[src/rtl/fb_ddr_scheduler.sv]
// fb_ddr_scheduler: buffers 32-bit pixel writes from the rotation stage,
// merges adjacent halves of one 64-bit DDRAM word, issues them under
// ddram_busy back-pressure, and schedules the write/scan-out buffer indices.
module fb_ddr_scheduler #(
    parameter logic [6:0] MEM_BASE = 7'b0010010,
    parameter int         FIFO_AW  = 4
) (
    input  logic             clk_video,
    input  logic             rst_n,
    input  logic             pix_we,
    input  logic [22:0]      pix_addr,
    input  logic [31:0]      pix_data,
    input  logic             frame_start,
    input  logic             fb_vbl,
    input  logic             fb_ll,
    input  logic             ddram_busy,
    output logic             ddram_we,
    output logic [28:0]      ddram_addr,
    output logic [63:0]      ddram_din,
    output logic [7:0]       ddram_be,
    output logic [7:0]       ddram_burstcnt,
    output logic             ddram_rd,
    output logic [1:0]       i_fb,
    output logic [1:0]       o_fb,
    output logic [FIFO_AW:0] fifo_level,
    output logic             overflow
);

    localparam int DEPTH = 1 << FIFO_AW;
    localparam int LW    = FIFO_AW + 1;
    localparam logic [FIFO_AW:0] FULL_LVL = {1'b1, {FIFO_AW{1'b0}}};
    localparam logic [FIFO_AW:0] TWO_LVL  = LW'(2'd2);
    localparam logic [FIFO_AW:0] ZERO_LVL = {LW{1'b0}};

    // Index in {0,1,2} distinct from both arguments; equal arguments step forward by one.
    function automatic logic [1:0] third(input logic [1:0] a, input logic [1:0] b);
        logic [1:0] r;
        if (a == b) begin
            case (a)
                2'd0:    r = 2'd1;
                2'd1:    r = 2'd2;
                default: r = 2'd0;
            endcase
        end else begin
            case ({a, b})
                4'b0001, 4'b0100: r = 2'd2;
                4'b0010, 4'b1000: r = 2'd1;
                default:          r = 2'd0;
            endcase
        end
        return r;
    endfunction

    // FIFO storage: buffer index captured at push time, word/half address, data.
    logic [1:0]  mem_fb   [DEPTH];
    logic [20:0] mem_addr [DEPTH];
    logic [31:0] mem_data [DEPTH];

    logic [FIFO_AW-1:0] wr_ptr_q, wr_ptr_d, rd_ptr_q, rd_ptr_d;
    logic [FIFO_AW:0]   count_q, count_d;
    logic               overflow_q, overflow_d;
    logic               we_q, we_d;
    logic [28:0]        addr_q, addr_d;
    logic [63:0]        din_q, din_d;
    logic [7:0]         be_q, be_d;
    logic [1:0]         i_fb_q, i_fb_d, o_fb_q, o_fb_d;
    logic               vbl_prev_q, vbl_prev_d;
    logic               vbl_rise_q, vbl_rise_d;
    logic               fs_q, fs_d;

    logic               full_s, push_s, load_s, merge_s;
    logic [1:0]         pop_cnt_s;
    logic [FIFO_AW-1:0] nxt_idx_s;
    logic [1:0]         hd_fb_s, nx_fb_s;
    logic [20:0]        hd_addr_s, nx_addr_s;
    logic [31:0]        hd_data_s, nx_data_s;
    logic               unused_s;

    assign unused_s = &{1'b0, pix_addr[1:0]};

    // Push/pop decisions, merge detection and FIFO bookkeeping.
    always_comb begin
        full_s    = (count_q == FULL_LVL);
        push_s    = pix_we & ~full_s;
        nxt_idx_s = rd_ptr_q + FIFO_AW'(1'b1);
        hd_fb_s   = mem_fb[rd_ptr_q];
        hd_addr_s = mem_addr[rd_ptr_q];
        hd_data_s = mem_data[rd_ptr_q];
        nx_fb_s   = mem_fb[nxt_idx_s];
        nx_addr_s = mem_addr[nxt_idx_s];
        nx_data_s = mem_data[nxt_idx_s];
        // The output register frees up when idle or when its transfer is accepted now.
        load_s    = (~we_q | ~ddram_busy) & (count_q != ZERO_LVL);
        merge_s   = (count_q >= TWO_LVL) && (hd_fb_s == nx_fb_s) &&
                    (hd_addr_s[20:1] == nx_addr_s[20:1]) && (hd_addr_s[0] != nx_addr_s[0]);
        if (load_s) begin
            pop_cnt_s = merge_s ? 2'd2 : 2'd1;
        end else begin
            pop_cnt_s = 2'd0;
        end
        wr_ptr_d   = push_s ? (wr_ptr_q + FIFO_AW'(1'b1)) : wr_ptr_q;
        rd_ptr_d   = rd_ptr_q + FIFO_AW'(pop_cnt_s);
        count_d    = count_q + LW'(push_s) - LW'(pop_cnt_s);
        overflow_d = overflow_q | (pix_we & full_s);
    end

    // Output stage: load a fresh (possibly merged) write, drop strobe when drained, else hold.
    always_comb begin
        we_d   = we_q;
        addr_d = addr_q;
        din_d  = din_q;
        be_d   = be_q;
        if (load_s) begin
            we_d   = 1'b1;
            addr_d = {MEM_BASE, hd_fb_s, hd_addr_s[20:1]};
            if (merge_s) begin
                din_d = hd_addr_s[0] ? {hd_data_s, nx_data_s} : {nx_data_s, hd_data_s};
                be_d  = 8'hFF;
            end else begin
                din_d = {hd_data_s, hd_data_s};
                be_d  = hd_addr_s[0] ? 8'hF0 : 8'h0F;
            end
        end else if (we_q && !ddram_busy) begin
            we_d = 1'b0;
        end else begin
            we_d = we_q;
        end
    end

    // Buffer index scheduling from registered frame_start and vblank-rise events.
    always_comb begin
        i_fb_d     = i_fb_q;
        o_fb_d     = o_fb_q;
        fs_d       = frame_start;
        vbl_prev_d = fb_vbl;
        vbl_rise_d = fb_vbl & ~vbl_prev_q;
        if (fb_ll) begin
            if (fs_q) begin
                i_fb_d = {1'b0, ~i_fb_q[0]};
            end else begin
                i_fb_d = i_fb_q;
            end
            if (vbl_rise_q) begin
                o_fb_d = {1'b0, ~i_fb_q[0]};
            end else begin
                o_fb_d = o_fb_q;
            end
        end else if (fs_q && vbl_rise_q) begin
            // Scan-out takes the finished buffer while writing moves to the free one.
            i_fb_d = third(i_fb_q, o_fb_q);
            o_fb_d = i_fb_q;
        end else if (fs_q) begin
            i_fb_d = third(i_fb_q, o_fb_q);
        end else if (vbl_rise_q) begin
            o_fb_d = third(o_fb_q, i_fb_q);
        end else begin
            i_fb_d = i_fb_q;
            o_fb_d = o_fb_q;
        end
    end

    // FIFO storage write; contents are qualified by the pointers so need no reset.
    always_ff @(posedge clk_video) begin
        if (push_s) begin
            mem_fb[wr_ptr_q]   <= i_fb_q;
            mem_addr[wr_ptr_q] <= pix_addr[22:2];
            mem_data[wr_ptr_q] <= pix_data;
        end
    end

    // State registers with asynchronous clear.
    always_ff @(posedge clk_video or negedge rst_n) begin
        if (!rst_n) begin
            wr_ptr_q   <= {FIFO_AW{1'b0}};
            rd_ptr_q   <= {FIFO_AW{1'b0}};
            count_q    <= {LW{1'b0}};
            overflow_q <= 1'b0;
            we_q       <= 1'b0;
            addr_q     <= 29'd0;
            din_q      <= 64'd0;
            be_q       <= 8'd0;
            i_fb_q     <= 2'd0;
            o_fb_q     <= 2'd2;
            vbl_prev_q <= 1'b0;
            vbl_rise_q <= 1'b0;
            fs_q       <= 1'b0;
        end else begin
            wr_ptr_q   <= wr_ptr_d;
            rd_ptr_q   <= rd_ptr_d;
            count_q    <= count_d;
            overflow_q <= overflow_d;
            we_q       <= we_d;
            addr_q     <= addr_d;
            din_q      <= din_d;
            be_q       <= be_d;
            i_fb_q     <= i_fb_d;
            o_fb_q     <= o_fb_d;
            vbl_prev_q <= vbl_prev_d;
            vbl_rise_q <= vbl_rise_d;
            fs_q       <= fs_d;
        end
    end

    assign ddram_we       = we_q;
    assign ddram_addr     = addr_q;
    assign ddram_din      = din_q;
    assign ddram_be       = be_q;
    assign ddram_burstcnt = 8'd1;
    assign ddram_rd       = 1'b0;
    assign i_fb           = i_fb_q;
    assign o_fb           = o_fb_q;
    assign fifo_level     = count_q;
    assign overflow       = overflow_q;

endmodule

[config.mk]
export PLATFORM = sky130hd
export DESIGN_NAME = fb_ddr_scheduler
export DESIGN_NICKNAME = d
export VERILOG_FILES = /design/src/rtl/fb_ddr_scheduler.sv
export SDC_FILE = /design/constraint.sdc
export NUM_CORES = 2
export LEC_CHECK = 0
export CORE_AREA = 3 3 407 208
export CTS_CLUSTER_SIZE = 8
export DETAILED_ROUTE_END_ITERATION = 8
export DIE_AREA = 0 0 410 211
export GPL_TIMING_DRIVEN = 0
export PLACE_DENSITY = 0.8
export SYNTH_ARGS = -nofsm -noshare
export SYNTH_HDL_FRONTEND = slang
export SYNTH_SLANG_ARGS = --single-unit
[constraint.sdc]
create_clock -name clk_video -period 6.08 [get_ports clk_video]
set_input_delay 1.216 -clock clk_video [delete_from_list [all_inputs] [get_ports clk_video]]
set_output_delay 1.216 -clock clk_video [all_outputs]
set_load 0.01 [all_outputs]
* Yosys cells after proc, flatten, opt, wreduce, memory -nomap -nowiden
Memory sizes are Yosys's and may differ from the RTL's. Index checks and enable logic that the tools add are counted.
Operators by class: add/subtract/negate cells 5, $mul 0, divide/modulo/power cells 0, magnitude comparators 1, equality and inequality tests 19, shift-type cells 0, muxes and demuxes 25, bitwise operators 11, reduce and logical (&&, ||, !) cells 18
Operator list (count):
- 2-to-1 mux 64 bit | 2
- 2-to-1 mux 2 bit | 13
- == test 20 bit | 1
- 2-to-1 mux 8 bit | 2
- case mux 2 bit (2 select lines) | 4
- adder 4 x 1 -> 4 bit, second input constant | 2
- == test 4 x 1 -> 1 bit, second input constant | 2
- == test 4 x 2 -> 1 bit, second input constant | 2
- == test 4 x 3 -> 1 bit, second input constant | 2
- == test 4 bit, second input constant | 2
- OR reduction 2 bit | 4
- == test 2 bit | 3
- nonzero test 2 bit | 3
- adder 5 x 1 -> 5 bit | 1
- == test 5 bit, second input constant | 1
- greater-or-equal comparator 5 x 2 -> 1 bit, second input constant | 1
- logical AND 1 bit | 5
- inverter 1 bit | 5
- nonzero test 5 bit | 1
- subtractor 5 x 2 -> 5 bit | 1
- adder 4 x 2 -> 4 bit | 1
- AND 1 bit | 4
- == test 2 x 1 -> 1 bit, second input constant | 2
- logical NOT 2 bit | 2
- other kinds (8) | 13
Storage, ports and cells: flip-flop bits (word level) 117, latch bits 0, bits in writable memories 880, ROM bits 0, output and inout bits 121, logic and storage cells 95, memories kept 3
Memory list:
- mem_data | words 16, bits a word 32, rd ports 2, clocked after Yosys merged registers in 0, wr ports 1, line 57 | logic [31:0] mem_data [DEPTH];
- mem_addr | words 16, bits a word 21, rd ports 2, clocked after Yosys merged registers in 0, wr ports 1, line 56 | logic [20:0] mem_addr [DEPTH];
- mem_fb | words 16, bits a word 2, rd ports 2, clocked after Yosys merged registers in 0, wr ports 1, line 55 | logic [1:0] mem_fb [DEPTH];

* Depth between registers and ports, before layout
An unclocked memory read counts as a cell.
depth in word-level cells 9, gate-level depth with buffers 21, mapped depth without buffers 18

* Worst setup path before layout
Ideal clock, no wire load.
path kind input port to flip-flop, start input pix_we, end memory mem_addr[3][0], enable pin, data arrival time 5520 ps, data required time 5545 ps, slack 25 ps, cell stages on the path 4, path buffers 1, cell sequence nor2b_1 clkbuf_1 nand2_1 nor3_1
Between the ends: cells in the longest elaborated chain, start to end 3
Ends and longest elaborated chain:
- start, declared | line 10 | input logic pix_we,
- AND 1 bit | line 84 | push_s = pix_we & ~full_s;
- 2-to-1 mux 1 bit | line 164 | if (push_s) begin
- 2-to-1 mux 1 bit (implied by the code) | line 166 | mem_addr[wr_ptr_q] <= pix_addr[22:2];
- end, declared | line 56
No other way between the ends.

* Final worst setup path
start register rd_ptr_q[3], end register count_q[4] (netlist: fifo_level[4])
Between the ends: cells in the longest elaborated chain, start to end 9, elaborated cells on any way between the ends 12, those cells by class add/sub (2); eq/ne (3); mux (2); reduce/logical (3); memory (2)
Ends and longest elaborated chain:
- start, declared | line 59 | logic [FIFO_AW-1:0] wr_ptr_q, wr_ptr_d, rd_ptr_q, rd_ptr_d;
- start signal, assigned | line 175 | rd_ptr_q <= {FIFO_AW{1'b0}};
- start signal, assigned | line 189 | rd_ptr_q <= rd_ptr_d;
- branches (longest 5 deep; another with memory (16 x 21 bit))
- logical AND 1 bit * | line 95 | (hd_addr_s[20:1] == nx_addr_s[20:1]) && (hd_addr_s[0] != nx_addr_s[0]);
- 2-to-1 mux 2 bit * | line 97 | pop_cnt_s = merge_s ? 2'd2 : 2'd1;
- 2-to-1 mux 2 bit * | line 96 | if (load_s) begin
- subtractor 5 x 2 -> 5 bit * | line 103 | count_d = count_q + LW'(push_s) - LW'(pop_cnt_s);
- named net count_d[4] | line 60 | logic [FIFO_AW:0] count_q, count_d;
- end signal, assigned | line 176 | count_q <= {LW{1'b0}};
- end signal, assigned | line 190 | count_q <= count_d;
- end, declared | line 60
Mark *: on every way through the listed nets, which the timed path passes. A chain may end at the register's enable or synchronous reset.

==> flow_summary_export.csv <==
group,metric,value,unit
status,status,"complete, but fails checks",
status,violations,"max-capacitance violations, max-slew violations",
sta,final_max_slew_viol_count,6,
worst_setup_path,cp.required,6.71,ns
route,drc,0,
logic_synthesis,syn_avg_cell_area,19.97,sq um
route,viasPerCell,7.454,
floorplanning,die_y,211,um
power_and_ir_drop,p_sw,12.00,mW
logic_synthesis,synth_area_leader_cell,"edfxtp_1",
sta,setup_ws,0.1470,ns
logic_synthesis,synthesis.area,45450,sq um
place,dpl.hpwl,89320,um
logic_synthesis,syn_inst,2276,
worst_setup_path,cp-end-kind,"register",
power_and_ir_drop,pwr-share-comb,49.1,%
route,vias,28920,
floorplanning,coreArea,81200,sq um
logic_synthesis,ys_warn_count,0,
worst_setup_path,critPathBufInv,4,
cells_and_area,areaGrowthSynthToFinish,19.09,%
min_path,hold_start,"vbl_prev_q",
worst_setup_path,critPathSlowestCell,"buf_1",
sta,rsz0062_at_grt,"false",
job,maxCapViolations,1,
clock_tree,cts_root_buffer,"clkbuf_16",
route,initialDrtViolationCount,5160,
route,firstDrtPassIters,6,
power_and_ir_drop,powerDensity,591.5,nW/um^2
floorplanning,rows,74,
power_and_ir_drop,clkPwrFrac,22.9,%
sta,fin_crit_sh,97.58,%
worst_setup_path,timing.rr.start,"rd_ptr_q[3]",
logic_synthesis,ys.flop_type,"edfxtp_1",
logic_synthesis,ys_seq_area_share,64.25,%
logic_synthesis,synth_cell_types,54,
global_route,track_usage,33.06,%
worst_setup_path,crit_start,"rd_ptr_q[3]",
sta,finClkSkew,0.03285,ns
clock_tree,clk_pin_slew,0.05,ns
sta,fmax,168.5,MHz
global_route,grt_max_degree,70,
sta,tns,0,ns
logic_synthesis,synth_top_area_share,58.14,%
place,place_ws,-0.3494,ns
sta,worstMarginPinSlew,1.513,ns
clock_tree,cts-hold-fix-buffers,0,
floorplanning,dieArea,86510,sq um
power_and_ir_drop,power.total,32.02,mW
power_and_ir_drop,p_leak,17.92,nW
power_and_ir_drop,switching_share,37.48,%
logic_synthesis,async_flop_share,11.20,%
power_and_ir_drop,p_int,20.02,mW
global_route,antenna_found_initial,9,
worst_setup_path,path_delay_family,"simple AND/OR/NAND/NOR gates",
clock_tree,tritoncts,"built",
worst_setup_path,cp_max_fo,10,
worst_setup_path,slowest_delay,0.68,ns
route,ant_nets,0,
cells_and_area,drive_above_1_share,31.37,%
global_route,grt_pass1_wl,203900,um
sta,finalCriticalPeriod,5.933,ns
sta,finalHoldViolCount,0,
route,drt-wirelength-per-cell,37.37,um
floorplanning,die_width,410,um
worst_setup_path,crit_chain,"clkbuf_1, and2_1, buf_1, a22oi_1, nand2_1, xor2_1, or4_1, or4_1, nor4b_4, buf_4, a21oi_1, ha_1, inv_1, ha_1, fa_1, a21oi_1, nor2_1, nor2_1, xor2_1",
power_and_ir_drop,p_seq_share,28.1,%
clock_tree,htreeDepth,4,
min_path,hold_class,"register to register",
floorplanning,ioPinCount,183,
worst_setup_path,cp-start-kind,"register",
clock_tree,cts_buffers,141,
place,place_congestion,0.8913,
sta,finalSetupViolCount,0,
global_route,grt_pass1_vias,29310,
floorplanning,initial_core_util,55.98,%
logic_synthesis,ys_ff_latch,991,
sta,relSlewSlack,-0.8486,%
logic_synthesis,synth_edf_count,880,
worst_setup_path,crit_arrival,6.56,ns
clock_tree,cts_sinks,991,
cells_and_area,fillers,4800,
route,wirelength,145000,um
logic_synthesis,synth_area_leaders,"edfxtp_1 58%, mux4_2 25%, dfrtp_1 6.1%, a221o_1 1.4%, nand2_1 1.2%",
global_route,overflow,0,
place,port_buffers,166,
power_and_ir_drop,ir_drop,0.3480,mV
clock_tree,cts_buffer_depth,3,
worst_setup_path,crit_type,"register to register",
clock_tree,clock_latency,0.72,ns
cells_and_area,fin_nets,2753,
## cells in the final DEF, fill, tap and decap left out, drive strengths merged, types with 3 or more instances in the layout
| master | Yosys | layout |
|---|---|---|
| edfxtp | 880 | 880 |
| mux4 | 506 | 506 |
| clkbuf | 74 | 310 |
| buf | 121 | 187 |
| clkdlybuf4s50 | 0 | 165 |
| nand2 | 150 | 150 |
| dfrtp | 110 | 110 |
| nor3 | 74 | 74 |
| a221o | 64 | 64 |
| mux2i | 51 | 51 |
| nor2b | 43 | 43 |
| a22oi | 26 | 26 |
| nor2 | 24 | 24 |
| xor2 | 22 | 22 |
| inv | 8 | 17 |
| ha | 16 | 16 |
| a21oi | 14 | 14 |
| conb | 2 | 14 |
| xnor2 | 13 | 13 |
| diode | 0 | 8 |
| nand2b | 6 | 6 |
| nand3 | 6 | 6 |
| a31oi | 6 | 6 |
| a32oi | 5 | 5 |
| clkinv | 0 | 5 |
| nor4 | 5 | 5 |
| and3 | 4 | 4 |
| nand4 | 4 | 4 |
| mux2 | 3 | 3 |
| o21ai | 3 | 3 |
| a211oi | 3 | 3 |
| and2 | 3 | 3 |
| or4 | 3 | 3 |
| a21o | 3 | 3 |
| o31ai | 3 | 3 |
## power by group through the flow
stage	combinational, mW	sequential, mW	clock, mW
after floorplan	9.71	9.06	0
after global placement	14.4	9.11	0
after detailed placement	14.9	9.02	0
after CTS	15.2	8.93	7.27
after global routing	16.2	9.03	7.62
final	15.7	8.98	7.32
## worst reg2reg max path: stages, from the launching register on
cell and delay, ns:
dfrtp_1 0.35, clkbuf_1 0.58, and2_1 0.32, buf_1 0.68
a22oi_1 0.22, nand2_1 0.19, xor2_1 0.16, or4_1 0.52
or4_1 0.63, nor4b_4 0.30, buf_4 0.19, a21oi_1 0.10
ha_1 0.35, inv_1 0.06, ha_1 0.21, fa_1 0.47
a21oi_1 0.15, nor2_1 0.06, nor2_1 0.14, xor2_1 0.16
## cell type report
class                           instances  area (sq um)  area share [%]
Antenna cell                            8         20.02         0.03698
Timing Repair Buffer                  245          2965           5.478
Sequential cell                       991         29200           53.95
Inverter                                8         30.03         0.05548
Clock buffer                          226          3869           7.147
Tap cell                             1102          1379           2.547
Multi-Input combinational cell       1094         15410           28.46
Buffer                                192          1084           2.002
Clock inverter                         14         171.4          0.3167
## registers in the layout, indices dropped and copies added, names as in the netlist
signal / count
fifo_level: 5
rd_ptr_q: 4
overflow: 1
ddram_din: 64
ddram_we: 1
fs_q: 1
i_fb: 2
mem_data: 512
vbl_rise_q: 1
o_fb: 2
mem_fb: 32
ddram_be: 2
vbl_prev_q: 1
wr_ptr_q: 4
ddram_addr: 23
mem_addr: 336
## metrics by stage
| stage | hold slack [ns] | instance area (sq um) | instances | util [%] |
|---|---|---|---|---|
| 2_1_floorplan | 0.3777 | 45500 | 2288 | - |
| 3_3_place_gp | 0.3844 | 48540 | 3556 | 59.78 |
| 3_5_place_dp | 0.3912 | 49870 | 3624 | 61.41 |
| 4_1_cts | 0.4112 | 53950 | 3864 | 66.44 |
| 5_1_grt | 0.4144 | 54130 | 3880 | 66.66 |
| 6_report | 0.4031 | 54130 | 3880 | 66.66 |
## metal layers
metal,vias to the layer above,GRT usage (%),wire length [um]
li1,10530,-,-
met1,14650,42.57,46370
met2,3065,51.97,68260
met3,669,9.062,20230
met4,4,18.32,10020
met5,-,0,113
## timing repair
| action | CTS | global route |
|---|---|---|
| buffers inserted | 2 | 9 |
| setup endpoints to repair | 4 | 1 |
| pin swaps | 1 | 2 |
| resized for setup | 14 | 40 |
## worst paths after layout
| check | to | cells after the start | slack, ns |
|---|---|---|---|
| min in group asynchronous | rd_ptr_q[1] | 1 | 0.47 |
| max reg2reg | fifo_level[4] | 19 | 0.15 |
| min reg2reg | vbl_rise_q | 1 | 0.40 |
| max in group asynchronous | ddram_addr[4] | 2 | 4.75 |
| min | vbl_rise_q | 1 | 0.40 |
| max | fifo_level[4] | 19 | 0.15 |
## cells by family after synthesis
| family | count (synthesis) | synth area share [%] |
|---|---|---|
| buffers and inverters | 203 | 2.249 |
| adders and majority gates | 18 | 0.5285 |
| other | 2 | 0.01652 |
| muxes | 560 | 26.27 |
| and+or+nand+nor | 335 | 3.507 |
| AOI/OAI and AO/OA | 132 | 2.444 |
| DFF | 991 | 64.25 |
| xor gates and xnor gates | 35 | 0.7323 |
## Yosys cell counts, types with 6 or more instances
cell	number
buf_2	55
ha_1	16
mux4_2	506
nand2_1	150
edfxtp_1	880
clkbuf_1	74
nor3_1	74
nand3_1	6
mux2i_1	51
inv_1	8
a22oi_1	26
buf_6	9
a21oi_1	14
xnor2_1	12
nand2b_1	6
nor2_1	24
a31oi_1	6
xor2_1	21
nor2b_1	43
buf_4	30
buf_1	26
a221o_1	64
dfrtp_1	110
Power figures use the tool's default switching activity.
